===== src/rtl/pix_clk_en_gen_pkg.sv =====
// -----------------------------------------------------------------------------
// pix_clk_pkg
// Shared definitions for the pixel clock-enable generator:
//   MODE_W            width of a mode index
//   MODE_INC/MODE_MOD the {INC, MOD} phase-step table, indexed by mode
//   pix_state_e       control FSM states {LOCKING, RUN, DRAIN}
//   mode_inc/mode_mod table lookups that fall back to mode 0 for indices
//                     beyond the table
// -----------------------------------------------------------------------------
package pix_clk_pkg;

    localparam int MODE_W     = 4;
    localparam int TABLE_SIZE = 4;

    // Average strobe rate = 100 MHz * INC / MOD
    //   0: 1/4        -> 25.000 MHz
    //   1: 1007/4000  -> 25.175 MHz
    //   2: 2/5        -> 40 MHz
    //   3: 13/20      -> 65 MHz
    localparam int unsigned MODE_INC [TABLE_SIZE] = '{1, 1007, 2, 13};
    localparam int unsigned MODE_MOD [TABLE_SIZE] = '{4, 4000, 5, 20};

    typedef enum logic [1:0] {
        LOCKING = 2'd0,
        RUN     = 2'd1,
        DRAIN   = 2'd2
    } pix_state_e;

    // The table has four entries, so the low two index bits select the entry
    // once the range check has passed.
    function automatic int unsigned mode_inc(input logic [MODE_W-1:0] idx);
        if (int'(idx) < TABLE_SIZE) begin
            return MODE_INC[idx[1:0]];
        end
        return MODE_INC[0];
    endfunction

    function automatic int unsigned mode_mod(input logic [MODE_W-1:0] idx);
        if (int'(idx) < TABLE_SIZE) begin
            return MODE_MOD[idx[1:0]];
        end
        return MODE_MOD[0];
    endfunction

endpackage


===== src/rtl/pix_clk_en_gen_if.sv =====
// -----------------------------------------------------------------------------
// pix_clk_en_gen_if
// Mode-control handshake and strobe outputs of pix_clk_en_gen.
//   mode_sel  [MODE_W] requested mode index (master -> slave)
//   mode_req           single-cycle switch request (master -> slave)
//   mode_ack           pulse: requested mode loaded (slave -> master)
//   mode_err           pulse: request rejected (slave -> master)
//   busy               switching in progress, requests ignored
//   cur_mode  [MODE_W] active mode index
//   pix_ce             one-cycle pixel strobe
//   locked             rate stable
//   clk_pix            debug square wave, present only with PIX_CLK_OUT_EN
// -----------------------------------------------------------------------------
interface pix_clk_en_gen_if;
    import pix_clk_pkg::*;

    logic [MODE_W-1:0] mode_sel;
    logic              mode_req;
    logic              mode_ack;
    logic              mode_err;
    logic              busy;
    logic [MODE_W-1:0] cur_mode;
    logic              pix_ce;
    logic              locked;
`ifdef PIX_CLK_OUT_EN
    logic              clk_pix;
`endif

    modport master (
        output mode_sel,
        output mode_req,
        input  mode_ack,
        input  mode_err,
        input  busy,
        input  cur_mode,
        input  pix_ce,
        input  locked
`ifdef PIX_CLK_OUT_EN
        ,
        input  clk_pix
`endif
    );

    modport slave (
        input  mode_sel,
        input  mode_req,
        output mode_ack,
        output mode_err,
        output busy,
        output cur_mode,
        output pix_ce,
        output locked
`ifdef PIX_CLK_OUT_EN
        ,
        output clk_pix
`endif
    );

endinterface


===== src/rtl/pix_clk_en_gen_phase_acc.sv =====
// -----------------------------------------------------------------------------
// pix_phase_acc
// Fractional phase accumulator. Every cycle acc advances by inc; when it
// reaches mod it wraps by mod and a one-cycle strobe is registered.
//   clk_in   system clock
//   resetn   asynchronous active-low reset
//   load     restart phase: acc cleared, no strobe this edge
//   inc      phase increment (0 < inc <= mod)
//   mod      phase modulus
//   ce       registered strobe
// -----------------------------------------------------------------------------
module pix_phase_acc #(
    parameter int ACC_W = 16
) (
    input  logic             clk_in,
    input  logic             resetn,
    input  logic             load,
    input  logic [ACC_W-1:0] inc,
    input  logic [ACC_W-1:0] mod,
    output logic             ce
);

    logic [ACC_W-1:0] acc_q, acc_d;
    logic [ACC_W-1:0] nxt;
    logic             ce_q, ce_d;

    // acc < mod and inc <= mod, and ACC_W leaves headroom above mod + inc,
    // so the sum cannot wrap.
    always_comb begin
        nxt  = acc_q + inc;
        acc_d = nxt;
        ce_d  = 1'b0;
        if (load) begin
            acc_d = '0;
        end else if (nxt >= mod) begin
            acc_d = nxt - mod;
            ce_d  = 1'b1;
        end
    end

    always_ff @(posedge clk_in or negedge resetn) begin
        if (!resetn) begin
            acc_q <= '0;
            ce_q  <= 1'b0;
        end else begin
            acc_q <= acc_d;
            ce_q  <= ce_d;
        end
    end

    assign ce = ce_q;

endmodule


===== src/rtl/pix_clk_en_gen.sv =====
// -----------------------------------------------------------------------------
// pix_clk_en_gen
// Pixel-rate clock-enable generator on the system clock. A fractional phase
// accumulator emits pix_ce at INC/MOD of the clock rate; modes are switched
// through a request/acknowledge handshake and locked reports a stable rate.
//   clk_in   system clock (100 MHz)
//   resetn   asynchronous active-low reset
//   bus      pix_clk_en_gen_if.slave: mode_sel, mode_req, mode_ack, mode_err,
//            busy, cur_mode, pix_ce, locked (+ clk_pix)
// Optional feature macro: PIX_CLK_OUT_EN adds clk_pix, a register toggled on
// every pix_ce (debug pin only, never a clock).
// -----------------------------------------------------------------------------
module pix_clk_en_gen
    import pix_clk_pkg::*;
#(
    parameter int ACC_W        = 16,
    parameter int NUM_MODES    = 4,
    parameter int DEFAULT_MODE = 0,
    parameter int LOCK_CYCLES  = 16
) (
    input  logic             clk_in,
    input  logic             resetn,
    pix_clk_en_gen_if.slave  bus
);

    localparam int CNT_W = $clog2(LOCK_CYCLES + 1);
    localparam logic [MODE_W-1:0] RST_MODE = MODE_W'(DEFAULT_MODE);
    localparam logic [ACC_W-1:0]  RST_INC  = ACC_W'(mode_inc(RST_MODE));
    localparam logic [ACC_W-1:0]  RST_MOD  = ACC_W'(mode_mod(RST_MODE));

    pix_state_e        state_q, state_d;
    logic [CNT_W-1:0]  cnt_q, cnt_d;
    logic [MODE_W-1:0] pend_q, pend_d;
    logic [MODE_W-1:0] cur_q, cur_d;
    logic [ACC_W-1:0]  inc_q, inc_d;
    logic [ACC_W-1:0]  mod_q, mod_d;
    logic              locked_q, locked_d;
    logic              ack_q, ack_d;
    logic              err_q, err_d;
    logic              acc_load;
    logic              mode_ok;
    logic              pix_ce;

    pix_phase_acc #(
        .ACC_W (ACC_W)
    ) u_phase_acc (
        .clk_in (clk_in),
        .resetn (resetn),
        .load   (acc_load),
        .inc    (inc_q),
        .mod    (mod_q),
        .ce     (pix_ce)
    );

    // One extra bit so NUM_MODES = 16 compares correctly.
    assign mode_ok = ({1'b0, bus.mode_sel} < (MODE_W + 1)'(NUM_MODES));

    always_comb begin
        state_d  = state_q;
        cnt_d    = cnt_q;
        pend_d   = pend_q;
        cur_d    = cur_q;
        inc_d    = inc_q;
        mod_d    = mod_q;
        ack_d    = 1'b0;
        err_d    = 1'b0;
        acc_load = 1'b0;
        case (state_q)
            LOCKING: begin
                // Counts strobes since the (re)load; the LOCK_CYCLES-th one
                // moves us to RUN on the following edge.
                if (pix_ce) begin
                    if (cnt_q == CNT_W'(LOCK_CYCLES - 1)) begin
                        state_d = RUN;
                        cnt_d   = '0;
                    end else begin
                        cnt_d = cnt_q + CNT_W'(1);
                    end
                end
            end
            RUN: begin
                if (bus.mode_req) begin
                    if (mode_ok) begin
                        pend_d  = bus.mode_sel;
                        state_d = DRAIN;
                    end else begin
                        err_d = 1'b1;
                    end
                end
            end
            DRAIN: begin
                // Switch only right after a strobe has been delivered, so the
                // old-rate strobe is never cut short.
                if (pix_ce) begin
                    acc_load = 1'b1;
                    inc_d    = ACC_W'(mode_inc(pend_q));
                    mod_d    = ACC_W'(mode_mod(pend_q));
                    cur_d    = pend_q;
                    ack_d    = 1'b1;
                    cnt_d    = '0;
                    state_d  = LOCKING;
                end
            end
            default: begin
                state_d = LOCKING;
            end
        endcase
        locked_d = (state_d == RUN);
    end

    always_ff @(posedge clk_in or negedge resetn) begin
        if (!resetn) begin
            state_q  <= LOCKING;
            cnt_q    <= '0;
            pend_q   <= RST_MODE;
            cur_q    <= RST_MODE;
            inc_q    <= RST_INC;
            mod_q    <= RST_MOD;
            locked_q <= 1'b0;
            ack_q    <= 1'b0;
            err_q    <= 1'b0;
        end else begin
            state_q  <= state_d;
            cnt_q    <= cnt_d;
            pend_q   <= pend_d;
            cur_q    <= cur_d;
            inc_q    <= inc_d;
            mod_q    <= mod_d;
            locked_q <= locked_d;
            ack_q    <= ack_d;
            err_q    <= err_d;
        end
    end

    assign bus.busy     = (state_q != RUN);
    assign bus.mode_ack = ack_q;
    assign bus.mode_err = err_q;
    assign bus.cur_mode = cur_q;
    assign bus.pix_ce   = pix_ce;
    assign bus.locked   = locked_q;

`ifdef PIX_CLK_OUT_EN
    logic clk_pix_q;

    always_ff @(posedge clk_in or negedge resetn) begin
        if (!resetn) begin
            clk_pix_q <= 1'b0;
        end else begin
            clk_pix_q <= clk_pix_q ^ pix_ce;
        end
    end

    assign bus.clk_pix = clk_pix_q;
`endif

endmodule


===== src/flat_wrapper.sv =====
// flat-port wrapper written by rule: the top's interface ports become plain ports
module pix_clk_en_gen_flat import pix_clk_pkg::*;
#(
    parameter int ACC_W        = 16,
    parameter int NUM_MODES    = 4,
    parameter int DEFAULT_MODE = 0,
    parameter int LOCK_CYCLES  = 16
)
  (clk_in, resetn, bus_mode_sel, bus_mode_req, bus_mode_ack, bus_mode_err, bus_busy, bus_cur_mode, bus_pix_ce, bus_locked);
  pix_clk_en_gen_if bus_i ();
  input  logic clk_in;
  input  logic resetn;
  input wire logic [$bits(bus_i.mode_sel)-1:0] bus_mode_sel;
  input wire logic [$bits(bus_i.mode_req)-1:0] bus_mode_req;
  output wire logic [$bits(bus_i.mode_ack)-1:0] bus_mode_ack;
  output wire logic [$bits(bus_i.mode_err)-1:0] bus_mode_err;
  output wire logic [$bits(bus_i.busy)-1:0] bus_busy;
  output wire logic [$bits(bus_i.cur_mode)-1:0] bus_cur_mode;
  output wire logic [$bits(bus_i.pix_ce)-1:0] bus_pix_ce;
  output wire logic [$bits(bus_i.locked)-1:0] bus_locked;
  assign bus_i.mode_sel = bus_mode_sel;
  assign bus_i.mode_req = bus_mode_req;
  assign bus_mode_ack = bus_i.mode_ack;
  assign bus_mode_err = bus_i.mode_err;
  assign bus_busy = bus_i.busy;
  assign bus_cur_mode = bus_i.cur_mode;
  assign bus_pix_ce = bus_i.pix_ce;
  assign bus_locked = bus_i.locked;
  pix_clk_en_gen #(.ACC_W(ACC_W), .NUM_MODES(NUM_MODES), .DEFAULT_MODE(DEFAULT_MODE), .LOCK_CYCLES(LOCK_CYCLES)) u_core (.clk_in(clk_in), .resetn(resetn), .bus(bus_i));
endmodule

===== config.mk =====
export PLATFORM = sky130hd
export DESIGN_NAME = pix_clk_en_gen_flat
export DESIGN_NICKNAME = d
export VERILOG_FILES = /design/src/rtl/pix_clk_en_gen_pkg.sv /design/src/rtl/pix_clk_en_gen_if.sv /design/src/rtl/pix_clk_en_gen_phase_acc.sv /design/src/rtl/pix_clk_en_gen.sv /design/src/flat_wrapper.sv
export SDC_FILE = /design/constraint.sdc
export NUM_CORES = 1
export LEC_CHECK = 0
export BUFFER_PORTS_ARGS = -buffer_cell sky130_fd_sc_hd__buf_4
export CORE_ASPECT_RATIO = 0.6
export CORE_MARGIN = 1
export CORE_UTILIZATION = 55
export DETAILED_ROUTE_END_ITERATION = 8
export GPL_ROUTABILITY_DRIVEN = 0
export PLACE_DENSITY_LB_ADDON = 0.05
export SYNTH_ARGS = -nofsm -noshare
export SYNTH_HDL_FRONTEND = slang
export SYNTH_SLANG_ARGS = --single-unit

===== constraint.sdc =====
create_clock -name clk_in -period 3.65 [get_ports clk_in]
set_input_delay 0 -clock clk_in [delete_from_list [all_inputs] [get_ports clk_in]]
set_output_delay 0 -clock clk_in [all_outputs]
set_load 0.05 [all_outputs]

==> impl_results.md <==
- Status: complete, but fails checks
- Failing checks: negative setup slack
- CTS Buffer Depth: 2
- Synthesized Nets: 349
- Crit path time final: 3.71 ns
- Setup Crit Path Kind: flop to flop
- Worst setup EP type: flop
- Total wire length: roughly 7300 um
- #FFs+latches synth: 42
- Pre-antenna DRT Iters: 4
- Worst hold endpoint: u_core.bus.mode_err$_DFF_PN0_
- Setup Skew: 0.00806 ns
- Cell Area, Synth: slightly below 3000 um^2
- Final Max Tran Viols: 0
- Tightest Hold Check Type: input pin to flop
- Syn Area/Cell: 9.17 um^2
- Synth unique cells: 51
- Fmax: 269 MHz
- Largest net degree at the start of global routing: 43
- Final core utilization: 0.762
- Via density: 5.48
- GR peak layer: met1
- Final hold viol count: 0
- Aggregate global-route resource usage: 0.276
- Reg2Reg Launch Point: u_core.inc_q[0]$_DFFE_PN1P_
- Share of cells above drive strength 1: 0.345
- Vias in the first global route: 2,248
- Worst-Skew Late Latency: 0.30 ns
- # setup viols final: 10
- Met2 Use GR: 0.357
- Nets@finish: 426
- Die ar.: between 5000 and 6000 um^2
- Die width: 95.7 um
- Sequential area share after synthesis: 0.364
- Dpl hpwl: 5200 um
- PnR worst setup slack: -0.0643 ns
- Detailed-route DRC error count: 0
- Area growth, synth to finish: 32.9%
- CTS tree: built
- Top cells by area, synth: dfrtp_1 35%, ha_1 11%, xnor2_1 4.8%
- Main synth FF type: dfrtp_1
- Crit path launch type: flop
- R2R Path End: u_core.u_phase_acc.acc_q[13]$_DFF_PN0_
- Met3 Resource Use GR: 0.0433
- Critical path fanouts, max: 7
- WP data arrival: just under 4 ns
- Synth Warn #: 0
- Top Ports: 16
- Starting Density: 0.573
- Required time worst endpoint: 3.87 ns
- Synth top area share: 0.346
- Reg2Reg Depth: 17
- Post-synth EDFFs: 0
- Clk slew on worst S/H paths: 0.08 ns
- Hold Crit Depth: 3
- RSZ-0062 raised after global routing: true
- Ys async rst share: 1.00
- Antenna Nets Post-Route: 0
- Initial antenna violation count: 0
- ANT cells: 0
- Met1 Use GR: 0.465
- Leading area contributor after synthesis: dfrtp_1
- Worst slew pin tran: slightly above 0.7 ns
- Die Y: 58.2 um
- Synthesized instance count: between 300 and 400
- Area of the core: 5050 um^2
- Max cap viols: 0
- Crit share post-route: 1.02
- IO Port Bufs: 15
- Total CTS buffers: 5
- Fillers: 359
- Root Buffer: clkbuf_8
- Remaining Overflow, GRT: 0
- Clock sink total: 42
- Worst Hold Launch: bus_mode_sel[2]
- Via count: 2,523
- Max_slew headroom: 0.516
- H-tree depth: 2
- Drt wl/cell: 15.9 um
- Row cnt: 20
- Initial DRC Count: 210
- First-pass GRT wire length: around 11,000 um
- R2r setup slk: -0.06 ns
[sequential cells by signal, indices dropped and copies added (netlist names)]
name	cells
u_core.state_q	2
u_core.bus.mode_err	1
u_core.cnt_q	5
u_core.pend_q	4
u_core.bus.cur_mode	4
u_core.inc_q	3
u_core.bus.locked	1
u_core.mod_q	4
u_core.bus.mode_ack	1
u_core.u_phase_acc.acc_q	16
u_core.u_phase_acc.ce	1
[placed cells by master (no fill, tap or decap), drive strengths merged, types with 4 or more instances in the layout]
master and count:
dfrtp 40, mux2i 8, o21a 4, nor2 34
nand2 32, a21oi 16, clkbuf 6, nor3 5
ha 25, nand2b 6, and2 8, o21ai 19
nand3 12, a31oi 5, dlygate4sd3 4, and3 4
mux2 4, inv 17, xor2 5, a211oi 6
buf 73, xnor2 16
[worst max-delay path by stage]
stage | start | end | slack [ns] | cells after the start
6_report | u_core.inc_q[0]$_DFFE_PN1P_ | u_core.u_phase_acc.acc_q[13]$_DFF_PN0_ | -0.06 | 17
5_1_grt | u_core.inc_q[0]$_DFFE_PN1P_ | u_core.u_phase_acc.acc_q[13]$_DFF_PN0_ | -0.17 | 17
4_1_cts | u_core.inc_q[0]$_DFFE_PN1P_ | u_core.u_phase_acc.acc_q[13]$_DFF_PN0_ | -0.09 | 18
3_5_place_dp | u_core.inc_q[0]$_DFFE_PN1P_ | u_core.u_phase_acc.acc_q[13]$_DFF_PN0_ | -0.28 | 17
3_3_place_gp | u_core.inc_q[0]$_DFFE_PN1P_ | u_core.u_phase_acc.acc_q[13]$_DFF_PN0_ | -0.23 | 17
2_1_floorplan | u_core.inc_q[0]$_DFFE_PN1P_ | u_core.u_phase_acc.acc_q[11]$_DFF_PN0_ | 0.02 | 18
[critical path, stage by stage, from the launching register on]
cell and delay [ns]:
dfstp_2 0.55, ha_4 0.13, inv_2 0.03, fa_2 0.35
nand2b_4 0.18, nand2_2 0.06, a21oi_2 0.06, xnor2_2 0.14
ha_1 0.33, nand2_2 0.12, o21ba_4 0.18, a2111oi_4 0.33
and2_4 0.22, a21oi_2 0.06, or3_4 0.44, buf_6 0.15
a31o_2 0.19, a21oi_2 0.10
[cell usage after synthesis, types with 4 or more instances]
library cell / count
nor3_1: 5
ha_1: 25
and2_1: 7
a31oi_1: 5
nand3_1: 12
o21ai_0: 17
and3_1: 4
mux2i_1: 8
inv_1: 17
dfrtp_1: 40
nand2_1: 32
a21oi_1: 16
xor2_1: 5
mux2_2: 4
nand2b_1: 6
xnor2_1: 16
clkbuf_1: 5
o21a_1: 4
nor2_1: 34
[layer usage]
metal / vias up / wire length (um)
met3: 5 / 253
met4: 0 / 48
met5: - / 0
met2: 35 / 2960
met1: 1209 / 4030
li1: 1274 / -
[layout make-up]
cell class | instances | area, um^2 | share of cell area
clock buffers | 6 | 72.6 | 0.0188
repair buffers | 77 | 603 | 0.157
multi-input cells | 250 | 1960 | 0.509
well taps | 66 | 82.6 | 0.0214
inverters | 17 | 63.8 | 0.0166
clock inverters | 2 | 15.0 | 0.00390
flip-flops and latches | 42 | 1050 | 0.274
[logic make-up (layout without fill, tap and decap cells)]
logic type | after synthesis | after routing | synth area share
flops | 42 | 42 | 0.364
simple gates | 119 | 119 | 0.197
buf+inv | 24 | 102 | 0.0341
fa+ha+maj | 26 | 26 | 0.115
mux | 12 | 12 | 0.0432
xor+xnor | 21 | 21 | 0.0635
compound gates | 72 | 72 | 0.184
[stage by stage]
step	instances	setup WS (ns)	instance area [um^2]	hold WS, ns	setup TNS (ns)
3_3_place_gp	439	-0.233	3450	0.0225	-2.22
6_report	460	-0.0643	3850	0.0178	-0.247
3_5_place_dp	439	-0.277	3450	0.0265	-2.54
2_1_floorplan	316	0.0219	2920	-0.296	0
4_1_cts	456	-0.0932	3710	0.0109	-0.592
5_1_grt	460	-0.172	3850	0.0871	-1.74
[timing repair]
item / in CTS / in global routing
endpoints found under the setup margin: 15 / 16
pin swaps: 12 / 16
hold endpoints to repair: 43 / 0
setup buffers: 5 / 4
resized for setup: 25 / 22
hold buffers: 4 / 0
Power is left out: the tool's default activity adds up to more than one toggle a clock period on the data nets, which glitch-free logic cannot reach.
